===== config.mk =====
export PLATFORM = sky130hd
export DESIGN_NAME = dphy_hs_lane_tx_flat
export DESIGN_NICKNAME = d
export VERILOG_FILES = /design/src/rtl/dphy_pkg.sv /design/src/rtl/dphy_hs_lane_tx_if.sv /design/src/rtl/dphy_bit_skew_shifter.sv /design/src/rtl/dphy_hs_lane_tx.sv /design/src/flat_wrapper.sv
export SDC_FILE = /design/constraint.sdc
export NUM_CORES = 1
export LEC_CHECK = 0
export ABC_AREA = 1
export CORE_MARGIN = 10
export CORE_UTILIZATION = 50
export CTS_CLUSTER_SIZE = 25
export DETAILED_ROUTE_END_ITERATION = 12
export PLACE_DENSITY = 0.83
export SKIP_CTS_REPAIR_TIMING = 1
export SYNTH_ARGS = -nofsm -noshare
export SYNTH_HDL_FRONTEND = slang
export SYNTH_SLANG_ARGS = --single-unit
export TNS_END_PERCENT = 10

===== constraint.sdc =====
create_clock -name clk -period 5.4 [get_ports clk]
set_input_delay 1.35 -clock clk [delete_from_list [all_inputs] [get_ports clk]]
set_output_delay 1.35 -clock clk [all_outputs]
set_load 0.01 [all_outputs]

===== src/rtl/dphy_pkg.sv =====
// Shared D-PHY HS definitions: lane FSM states and the leader byte values.
package dphy_pkg;

  localparam logic [7:0] DPHY_SYNC_BYTE    = 8'hB8;
  localparam logic [7:0] DPHY_HS_ZERO_BYTE = 8'h00;

  typedef enum logic [2:0] {
    IDLE, HS_ZERO, SYNC, DATA, TRAIL, FLUSH
  } hs_tx_state_t;

endpackage


===== src/rtl/dphy_hs_lane_tx_if.sv =====
// Payload byte stream into the HS lane transmitter.
interface dphy_hs_lane_tx_if;
  logic [7:0] s_data;
  logic       s_valid;
  logic       s_last;
  logic       s_ready;

  modport master (output s_data, s_valid, s_last, input s_ready);
  modport slave  (input s_data, s_valid, s_last, output s_ready);
endinterface


===== src/rtl/dphy_bit_skew_shifter.sv =====
// Delays a byte stream by 0..7 bits: output is the byte window that starts skew bits into prev.
module dphy_bit_skew_shifter (
  input  logic [7:0] cur,
  input  logic [7:0] prev,
  input  logic [2:0] skew,
  output logic [7:0] out
);
  logic [3:0] sh;

  always_comb begin
    sh  = 4'd8 - {1'b0, skew};
    out = 8'({cur, prev} >> sh);
  end
endmodule


===== src/rtl/dphy_hs_lane_tx.sv =====
// Byte-wide D-PHY HS lane transmitter: HS-zero, sync, payload, trailer, with programmable bit skew.
// Optional HS_TX_BYTE_COUNT_EN adds tx_byte_count (payload bytes accepted this burst).
module dphy_hs_lane_tx import dphy_pkg::*; #(
  parameter int unsigned HS_ZERO_BYTES = 4,
  parameter int unsigned TRAIL_BYTES   = 2,
  parameter logic [7:0]  SYNC_BYTE     = DPHY_SYNC_BYTE
) (
  input  logic              clk,
  input  logic              rst,
  input  logic              start,
  input  logic [2:0]        skew,
  dphy_hs_lane_tx_if.slave  s,
  output logic [7:0]        tx_word,
  output logic              tx_hs_active,
  output logic              busy,
  output logic              done,
  output logic              err_underrun
`ifdef HS_TX_BYTE_COUNT_EN
  ,
  output logic [15:0]       tx_byte_count
`endif
);
  localparam logic [3:0] HZ_LOAD = 4'(HS_ZERO_BYTES - 1);
  localparam logic [3:0] TR_LOAD = 4'(TRAIL_BYTES - 1);

  hs_tx_state_t state;
  logic [2:0]   skew_q;
  logic [7:0]   prev_byte, cur, trailer, skewed;
  logic [3:0]   cnt;
  logic         last_b;   // bit7 of the last sync/payload byte sent

  assign trailer   = {8{~last_b}};
  assign busy      = (state != IDLE);
  assign s.s_ready = (state == DATA);

  always_comb begin
    cur = DPHY_HS_ZERO_BYTE;
    unique case (state)
      SYNC:         cur = SYNC_BYTE;
      DATA:         cur = s.s_valid ? s.s_data : trailer;
      TRAIL, FLUSH: cur = trailer;
      default:      cur = DPHY_HS_ZERO_BYTE;
    endcase
  end

  dphy_bit_skew_shifter u_skew (
    .cur  (cur),
    .prev (prev_byte),
    .skew (skew_q),
    .out  (skewed)
  );

  always_ff @(posedge clk or posedge rst) begin
    if (rst) begin
      state        <= IDLE;
      tx_word      <= 8'h00;
      tx_hs_active <= 1'b0;
      done         <= 1'b0;
      err_underrun <= 1'b0;
      skew_q       <= 3'd0;
      prev_byte    <= 8'h00;
      cnt          <= 4'd0;
      last_b       <= 1'b0;
    end else begin
      done         <= 1'b0;
      err_underrun <= 1'b0;
      tx_hs_active <= busy;
      // Idle keeps prev_byte zero so skewed leading bits of the next burst are HS-zero.
      tx_word      <= busy ? skewed : 8'h00;
      prev_byte    <= busy ? cur : 8'h00;
      case (state)
        IDLE: if (start) begin
          state  <= HS_ZERO;
          skew_q <= skew;
          cnt    <= HZ_LOAD;
        end
        HS_ZERO: if (cnt == 4'd0) state <= SYNC;
                 else cnt <= cnt - 4'd1;
        SYNC: begin
          last_b <= SYNC_BYTE[7];
          state  <= DATA;
        end
        DATA: begin
          cnt <= TR_LOAD;
          if (s.s_valid) begin
            last_b <= s.s_data[7];
            if (s.s_last) state <= TRAIL;
          end else begin
            err_underrun <= 1'b1;
            state        <= TRAIL;
          end
        end
        TRAIL: if (cnt == 4'd0) state <= FLUSH;
               else cnt <= cnt - 4'd1;
        FLUSH: begin
          done  <= 1'b1;
          state <= IDLE;
        end
        default: state <= IDLE;
      endcase
    end
  end

`ifdef HS_TX_BYTE_COUNT_EN
  always_ff @(posedge clk or posedge rst) begin
    if (rst)                                          tx_byte_count <= 16'd0;
    else if (state == IDLE && start)                  tx_byte_count <= 16'd0;
    else if (s.s_ready && s.s_valid && tx_byte_count != 16'hFFFF)
                                                      tx_byte_count <= tx_byte_count + 16'd1;
  end
`endif

endmodule


===== src/flat_wrapper.sv =====
// flat-port wrapper written by rule: the top's interface ports become plain ports
module dphy_hs_lane_tx_flat import dphy_pkg::*;
#(
  parameter int unsigned HS_ZERO_BYTES = 4,
  parameter int unsigned TRAIL_BYTES   = 2,
  parameter logic [7:0]  SYNC_BYTE     = DPHY_SYNC_BYTE
)
  (clk, rst, start, skew, tx_word, tx_hs_active, busy, done, err_underrun, s_s_data, s_s_valid, s_s_last, s_s_ready);
  dphy_hs_lane_tx_if s_i ();
  input  logic clk;
  input  logic rst;
  input  logic start;
  input  logic [2:0] skew;
  output logic [7:0] tx_word;
  output logic tx_hs_active;
  output logic busy;
  output logic done;
  output logic err_underrun;
  input wire logic [$bits(s_i.s_data)-1:0] s_s_data;
  input wire logic [$bits(s_i.s_valid)-1:0] s_s_valid;
  input wire logic [$bits(s_i.s_last)-1:0] s_s_last;
  output wire logic [$bits(s_i.s_ready)-1:0] s_s_ready;
  assign s_i.s_data = s_s_data;
  assign s_i.s_valid = s_s_valid;
  assign s_i.s_last = s_s_last;
  assign s_s_ready = s_i.s_ready;
  dphy_hs_lane_tx #(.HS_ZERO_BYTES(HS_ZERO_BYTES), .TRAIL_BYTES(TRAIL_BYTES), .SYNC_BYTE(SYNC_BYTE)) u_core (.clk(clk), .rst(rst), .start(start), .skew(skew), .s(s_i), .tx_word(tx_word), .tx_hs_active(tx_hs_active), .busy(busy), .done(done), .err_underrun(err_underrun));
endmodule

==> flow_summary.json, run 1 <==
{
  "status": "finished, final reports clean",
  "startpoint_type": "register",
  "fin_crit_ps": 3310,
  "grt_max_degree": 31,
  "final_antenna_net_count": 0,
  "cts_buffer_depth": 2,
  "syn_inst": 299,
  "fmax_mhz": 302,
  "synth_cell_types": 30,
  "drtIter0Drc": 156,
  "synth_top_area_cell": "dfrtp_1",
  "path_cells": "nand2_1, nor2_2, clkdlybuf4s50_1",
  "cts_tree": "done",
  "htreeDepth": 2,
  "clk_pin_slew_ps": 60,
  "drv_cap": 0,
  "placed_area_um2": 2420,
  "post-route-drc-count": 0,
  "path_max_fanout": 11,
  "report.power.total_mw": 1.69,
  "worst_pin_slew_ps": 1140,
  "leakage_nw": 1.26,
  "finalSetupViolCount": 0,
  "clock-root-buffer": "clkbuf_8",
  "syn_nets": 319,
  "clk_latency_ps": 280,
  "synth_top_area_share": 0.352,
  "synth.most_common_cell": "nand2_1",
  "cts.sinks": 30,
  "die_width_um": 85.3,
  "rr_worst_depth": 10,
  "skew_ps": 2.61,
  "ys_seq_elements": 30,
  "whs_ps": 528,
  "slew_headroom": 0.241,
  "netlist_area_um2": 2130,
  "cp.arrival_ps": 1960,
  "drv_slew": 0,
  "fin_nets": 344,
  "rsz0062_at_grt": "false",
  "path_class": "reg2out",
  "vias": 2009,
  "whs_path_depth": 1,
  "globalplace.congestion": 0.920,
  "worstSetupPathDepth": 3,
  "antenna_found_initial": 0,
  "totalWireLength_um": 5010,
  "initial_utilization": 0.526,
  "io_buffer_count": 28,
  "tns_ps": 0,
  "core_um2": 4060,
  "n_antenna_cell": 0,
  "rows": 23,
  "async_reset_ff_frac": 1.00,
  "grt.total_usage": 0.144,
  "ir_drop_mv": 0.254,
  "cp_num_buf_inv": 1,
  "powerDensity_nw_per_um2": 674,
  "finalHoldViolCount": 0,
  "crit_family": "buffers and inverters",
  "regToRegSetupSlack_ps": 2330,
  "syn_to_final_growth_pct": 17.7,
  "grt_pass1_wl_um": 8650,
  "viasPerCell": 5.36,
  "crit_required_ps": 4050,
  "cpPeakStageDelay_ps": 650,
  "cp_slowest_cell": "clkdlybuf4s50_1",
  "seq_area_frac_synth": 0.352,
  "wl_per_cell_um": 13.4,
  "ys_warn_count": 0,
  "post-route-period-util": 0.613,
  "firstDrtPassIters": 4,
  "avgSynthCellArea_um2": 7.13,
  "ios": 29,
  "overflow": 0,
  "fp.dieArea_um2": 7280,
  "die_y_um": 85.3,
  "hold_path.class": "reg2reg",
  "synth_edf_count": 0,
  "design_area_um2": 2510,
  "synth_commonest_cells": "69 x nand2_1, 48 x nand3_1, 37 x inv_1",
  "drive_gt1_frac": 0.129,
  "synth_ff_type": "dfrtp_1",
  "grt_pass1_vias": 1894,
  "dp_hpwl_um": 3730,
  "synth_area_leaders": "dfrtp_1 35%, nand2_1 12%, nand3_1 11%",
  "endpoint_kind": "primary output",
  "cts_buffers": 5
}
[path summary, 6_finish.rpt]
path                                   from                 to
hold / removal              u_core.state[1]        u_core.done
setup / recovery            u_core.state[0]          s_s_ready
min in group asynchronous               rst  u_core.tx_word[3]
setup reg to reg           u_core.skew_q[0]  u_core.tx_word[2]
max in group asynchronous               rst  u_core.tx_word[6]
hold reg to reg             u_core.state[1]        u_core.done
[registers in the layout, summed over array words and instances (netlist names)]
| name | cells |
|---|---|
| u_core.err_underrun | 1 |
| u_core.state | 3 |
| u_core.prev_byte | 8 |
| u_core.skew_q | 3 |
| u_core.tx_hs_active | 1 |
| u_core.tx_word | 8 |
| u_core.last_b | 1 |
| u_core.cnt | 4 |
| u_core.done | 1 |
[worst register-to-register path: stages, from the launching register on]
cell and delay [ps]:
dfrtp_1 800, inv_1 460, ha_1 720, inv_1 360, nand2_1 150, o21ai_0 100
o21ai_1 150, inv_1 50, nand2_1 60, nand2_1 50, nor2_1 110
[layout by cell type, fill, tap and decap left out, types with 2 or more instances in the layout]
cell type	count
nand2_1	69
inv_1	37
or2_2	2
clkdlybuf4s50_1	28
nand2_2	6
mux2i_1	2
a21oi_2	2
o21ai_1	5
o21ai_0	12
clkbuf_8	6
ha_1	4
nand3_2	17
buf_4	2
o211ai_1	3
a21oi_1	8
nand3_1	48
dfrtp_1	30
xor2_1	3
nor2_1	29
[through the flow]
step	util	worst slack [ps]	instances
final	0.619	2090	375
after global routing	0.619	2000	375
after CTS	0.619	2090	375
after detailed placement	0.596	2190	367
after global placement	0.596	2280	367
after floorplan	-	3010	299
[cells by family after synthesis]
group | Yosys count | synth area share
buffers and inverters | 50 | 0.100
AO/OA/AOI/OAI | 31 | 0.0804
XOR/XNOR | 3 | 0.0123
multiplexers | 3 | 0.0147
flip-flops | 30 | 0.352
adder cells (fa/ha/maj) | 4 | 0.0235
AND/OR/NAND/NOR | 178 | 0.417
[layer usage]
| layer | share of wire | vias up | GRT usage | routed length, um |
|---|---|---|---|---|
| met4 | 0.025 | 0 | 0.0823 | 127 |
| met2 | 0.45 | 69 | 0.223 | 2260 |
| li1 | - | 1012 | - | - |
| met1 | 0.46 | 918 | 0.178 | 2310 |
| met5 | 0 | - | 0 | 0 |
| met3 | 0.063 | 10 | 0.0335 | 318 |
[area by class of cell]
type,count,area [um^2]
timing repair buffer,30,295
fill,361,1550
clock buffer,7,86.3
multi-input combinational,219,1170
sequential,30,751
clock inverter,1,5.00
inverter,38,143
tap,50,62.6
[power breakdown]
part	switching (mW)	internal [mW]
clock network	0.0829	0.103
registers	0.0723	0.317
logic	0.722	0.397
(Power assumes the default switching activity.)
==> run 2, diff against run 1 <==
clock period = 3.3 ns   (was 5.4 ns; I/O delays follow)
==> run 2 against run 1 <==
Net effect:
- total power increased by 64%
- hold slack better by 17 ps
- sequential share of layout area is 0.35 points lower
- die area is the same
- critical path depth grew 1
- worst setup slack got worse by 1400 ps
- count of clock-buffer cells in the layout did not move
- flip-flop and latch count is the same
- critical path type unchanged
- largest power group unchanged
==> flow_summary.json, run 2 (same netlist as run 1, synthesis figures left out) <==
{
  "power_frac_seq": 0.218,
  "globalplace.congestion": 0.954,
  "cp_slowest_cell": "clkdlybuf4s50_1",
  "crit_required_ps": 2470,
  "fin_crit_ps": 2620,
  "cp_num_buf_inv": 3,
  "drtIter0Drc": 150,
  "finalSetupViolCount": 0,
  "leakage_nw": 1.28,
  "power.share.clock": 0.108,
  "path_max_fanout": 13,
  "vias": 2016,
  "cts_buffer_depth": 2,
  "n_antenna_cell": 0,
  "htreeDepth": 2,
  "grt_pass1_vias": 1910,
  "drive_gt1_frac": 0.140,
  "clock-root-buffer": "clkbuf_8",
  "p_comb_frac": 0.674,
  "cpPeakStageDelay_ps": 500,
  "fp.dieArea_um2": 7280,
  "crit_family": "buffers and inverters",
  "drv_slew": 0,
  "num-fill-cells": 350,
  "cts_tree": "done",
  "core_um2": 4060,
  "ios": 29,
  "wl_per_cell_um": 13.0,
  "wl_met1_um": 2270,
  "hold_path.class": "reg2reg",
  "grt.total_usage": 0.142,
  "regToRegSetupSlack_ps": 1040,
  "clk_pin_slew_ps": 60,
  "tns_ps": 0,
  "status": "finished, final reports clean",
  "slew_headroom": 0.459,
  "grt_pass1_wl_um": 8720,
  "die_width_um": 85.3,
  "rsz0062_at_grt": "false",
  "crit_end": "busy",
  "top_layer": "met4",
  "final_common_cell": "nand2_1",
  "viasPerCell": 5.32,
  "path_cells": "nor3_2, buf_4, inv_2, clkdlybuf4s50_1",
  "skew_ps": 5.28,
  "dr_wl_met2_um": 2200,
  "fin_nets": 348,
  "cts.sinks": 30,
  "path_class": "reg2out",
  "r2r_end": "u_core.tx_word[1]",
  "grt_max_degree": 31,
  "p_int_mw": 1.35,
  "critPathLaunch": "u_core.state[0]",
  "die_y_um": 85.3,
  "power_switching_mw": 1.43,
  "post-route-drc-count": 0,
  "whs_ps": 545,
  "ir_drop_mv": 0.475,
  "antenna_found_initial": 0,
  "p_sw_frac": 0.514,
  "clk_latency_ps": 280,
  "post-route-period-util": 0.793,
  "met3_length_um": 352,
  "rows": 23,
  "io_buffer_count": 28,
  "dp_hpwl_um": 3640,
  "endpoint_kind": "primary output",
  "cts_buffers": 5,
  "fmax_mhz": 382,
  "worst_pin_slew_ps": 810,
  "r2r_start": "u_core.state[1]",
  "cp.arrival_ps": 1790,
  "drv_cap": 0,
  "overflow": 0,
  "startpoint_type": "register",
  "firstDrtPassIters": 5,
  "syn_to_final_growth_pct": 19.1,
  "final_antenna_net_count": 0,
  "final_cell_mix": "69 x nand2_1, 48 x nand3_1, 37 x inv_1",
  "top_regs": "u_core.prev_byte (8), u_core.tx_word (8), u_core.cnt (4)",
  "totalWireLength_um": 4920,
  "powerDensity_nw_per_um2": 1090,
  "rr_worst_depth": 9,
  "initial_utilization": 0.526,
  "finalHoldViolCount": 0,
  "worstSetupPathDepth": 4
}
[run 2: metrics by stage]
stage          std cells  utilization  instance area [um^2]  power [mW]  setup slack [ps]
3_5_place_dp         371        0.604                  2450        2.45               667
5_1_grt              379        0.626                  2540        3.09               595
4_1_cts              379        0.626                  2540        2.77               673
6_report             379        0.626                  2540        2.78               684
3_3_place_gp         371        0.604                  2450        2.42               735
2_1_floorplan        299            -                  2130        2.02              1360
[run 2: worst min-delay path by stage]
stage | end | cells past startpoint | startpoint | slack, ps
6_report | u_core.done | 1 | u_core.state[1] | 540
5_1_grt | u_core.done | 1 | u_core.state[1] | 580
4_1_cts | u_core.done | 1 | u_core.state[1] | 550
3_5_place_dp | u_core.done | 1 | u_core.state[1] | 540
3_3_place_gp | u_core.done | 1 | u_core.state[1] | 520
2_1_floorplan | u_core.done | 1 | u_core.state[1] | 480
[run 2: layout make-up]
class	instances	area, um^2	share of cell area
repair buffers	34	325	0.128
clock buffers	7	86.3	0.0340
inverters	38	143	0.0561
clock inverters	1	5.00	0.00197
flip-flops and latches	30	751	0.295
well taps	50	62.6	0.0246
multi-input cells	219	1170	0.460
[run 2: metal layers]
layer,global-route usage,up-vias
met5,0,-
met4,0.0554,0
met3,0.0402,11
met2,0.223,83
met1,0.178,900
li1,-,1022
[run 2: power by group through the flow]
stage	logic [mW]	clock network, mW	registers, mW
2_1_floorplan	1.40	0	0.621
3_3_place_gp	1.81	0	0.608
3_5_place_dp	1.84	0	0.614
4_1_cts	1.85	0.308	0.608
5_1_grt	2.15	0.323	0.621
6_report	1.87	0.301	0.607
==> run 3, diff against run 2 <==
clock period = 2.5 ns   (was 3.3 ns; I/O delays follow)
==> run 3 against run 2 <==
Net effect:
- sequential power is 33% higher
- largest cell class unchanged
- final area up 0.89%
- final cell count grew 0.79%
- hold slack lost 7.5 ps
==> flow_summary.json, run 3 (same netlist as run 1, synthesis figures left out) <==
{
  "status": "finished, final reports clean",
  "path_class": "reg2out",
  "r2r_end": "u_core.tx_word[1]",
  "p_sw_frac": 0.511,
  "grt_pass1_vias": 2031,
  "tns_ps": 0,
  "holdPathEnd": "u_core.done",
  "overflow": 0,
  "die_width_um": 85.3,
  "final_common_cell": "nand2_1",
  "r2r_start": "u_core.state[1]",
  "power.share.clock": 0.108,
  "grt.total_usage": 0.150,
  "hold_path.class": "reg2reg",
  "leakage_nw": 1.30,
  "syn_to_final_growth_pct": 20.2,
  "path_max_fanout": 8,
  "regToRegSetupSlack_ps": 460,
  "finalHoldViolCount": 0,
  "slew_headroom": 0.707,
  "p_int_mw": 1.81,
  "final_antenna_net_count": 0,
  "cts.sinks": 30,
  "core_um2": 4060,
  "post-route-drc-count": 0,
  "drive_gt1_frac": 0.148,
  "power_frac_seq": 0.217,
  "endpoint_kind": "primary output",
  "totalWireLength_um": 5060,
  "skew_ps": 4.31,
  "powerDensity_nw_per_um2": 1450,
  "power_switching_mw": 1.90,
  "register_area_um2": 751,
  "p_comb_frac": 0.675,
  "drv_cap": 0,
  "initial_utilization": 0.526,
  "drtIter0Drc": 167,
  "ir_drop_mv": 0.475,
  "whs_path_depth": 1,
  "wl_per_cell_um": 13.2,
  "fmax_mhz": 446,
  "drv_slew": 0,
  "rsz0062_at_grt": "false",
  "cts_tree": "done",
  "firstDrtPassIters": 5,
  "final_cell_mix": "69 x nand2_1, 48 x nand3_1, 37 x inv_1",
  "post-route-period-util": 0.897,
  "vias": 2069,
  "fin_crit_ps": 2240,
  "min_from": "u_core.state[1]",
  "ios": 29,
  "n_antenna_cell": 0,
  "cp.arrival_ps": 1620,
  "worst_pin_slew_ps": 439,
  "io_buffer_count": 28,
  "report.power.total_mw": 3.71,
  "fp.dieArea_um2": 7280,
  "clk_pin_slew_ps": 60,
  "clock-root-buffer": "clkbuf_8",
  "finalSetupViolCount": 0,
  "dp_hpwl_um": 3730,
  "top_regs": "u_core.prev_byte (8), u_core.tx_word (8), u_core.cnt (4)",
  "num-fill-cells": 371,
  "cts_buffer_depth": 2,
  "cts_buffers": 5,
  "htreeDepth": 2,
  "viasPerCell": 5.42,
  "antenna_found_initial": 0,
  "multi_input_area_um2": 1170,
  "rows": 23,
  "clk_latency_ps": 290,
  "rr_worst_depth": 10,
  "grt_max_degree": 31,
  "die_y_um": 85.3,
  "fin_nets": 351,
  "crit_required_ps": 1880,
  "startpoint_type": "register",
  "globalplace.congestion": 0.917,
  "grt_pass1_wl_um": 9160
}
## run 3: cell types whose count changed in the layout (fill, tap and decap cells not counted), sizes merged
cell  previous run  this run
buf              6         9
## run 3: layout make-up
class                      count  area share
clock buffer                   7      0.0337
sequential                    30       0.293
tap                           50      0.0244
timing repair buffer          37       0.136
clock inverter                 1     0.00195
inverter                      38      0.0556
multi-input combinational    219       0.456
## run 3: worst max-delay path, stage by stage (launching register included)
cell             delay (ps)
dfrtp_1                 460
nor3_2                  250
inv_2                   120
clkdlybuf4s50_1         500
## run 3: per-stage QoR
stage                util  instances  hold slack (ps)  area (um^2)  setup slack, ps
floorplan               -        299              480         2130              556
finish              0.632        382              537         2560              258
detailed placement  0.609        374              533         2470              287
global placement    0.609        374              519         2470              359
CTS                 0.632        382              541         2560              241
global route        0.632        382              560         2560              179
## run 3: power groups by stage
stage | Combinational (mW) | Sequential, mW | Clock [mW]
6_report | 2.50 | 0.807 | 0.402
5_1_grt | 2.87 | 0.825 | 0.429
4_1_cts | 2.48 | 0.808 | 0.413
3_5_place_dp | 2.46 | 0.814 | 0
3_3_place_gp | 2.43 | 0.802 | 0
2_1_floorplan | 1.85 | 0.820 | 0
## run 3: worst max-delay path by stage
| stage | startpoint | endpoint | slack (ps) | depth (start not counted) |
|---|---|---|---|---|
| after floorplan | u_core.skew_q[0] | u_core.tx_word[0] | 560 | 11 |
| after global placement | s_s_valid | u_core.tx_word[6] | 360 | 11 |
| after detailed placement | s_s_valid | u_core.tx_word[1] | 290 | 11 |
| after CTS | u_core.state[0] | busy | 240 | 3 |
| after global routing | u_core.state[0] | busy | 180 | 3 |
| final | u_core.state[0] | busy | 260 | 3 |
## run 3: layer usage
| layer | routed length [um] | track usage |
|---|---|---|
| met4 | 125 | 0.0719 |
| met3 | 338 | 0.0440 |
| met1 | 2300 | 0.181 |
| met2 | 2300 | 0.236 |
| met5 | 0 | 0 |
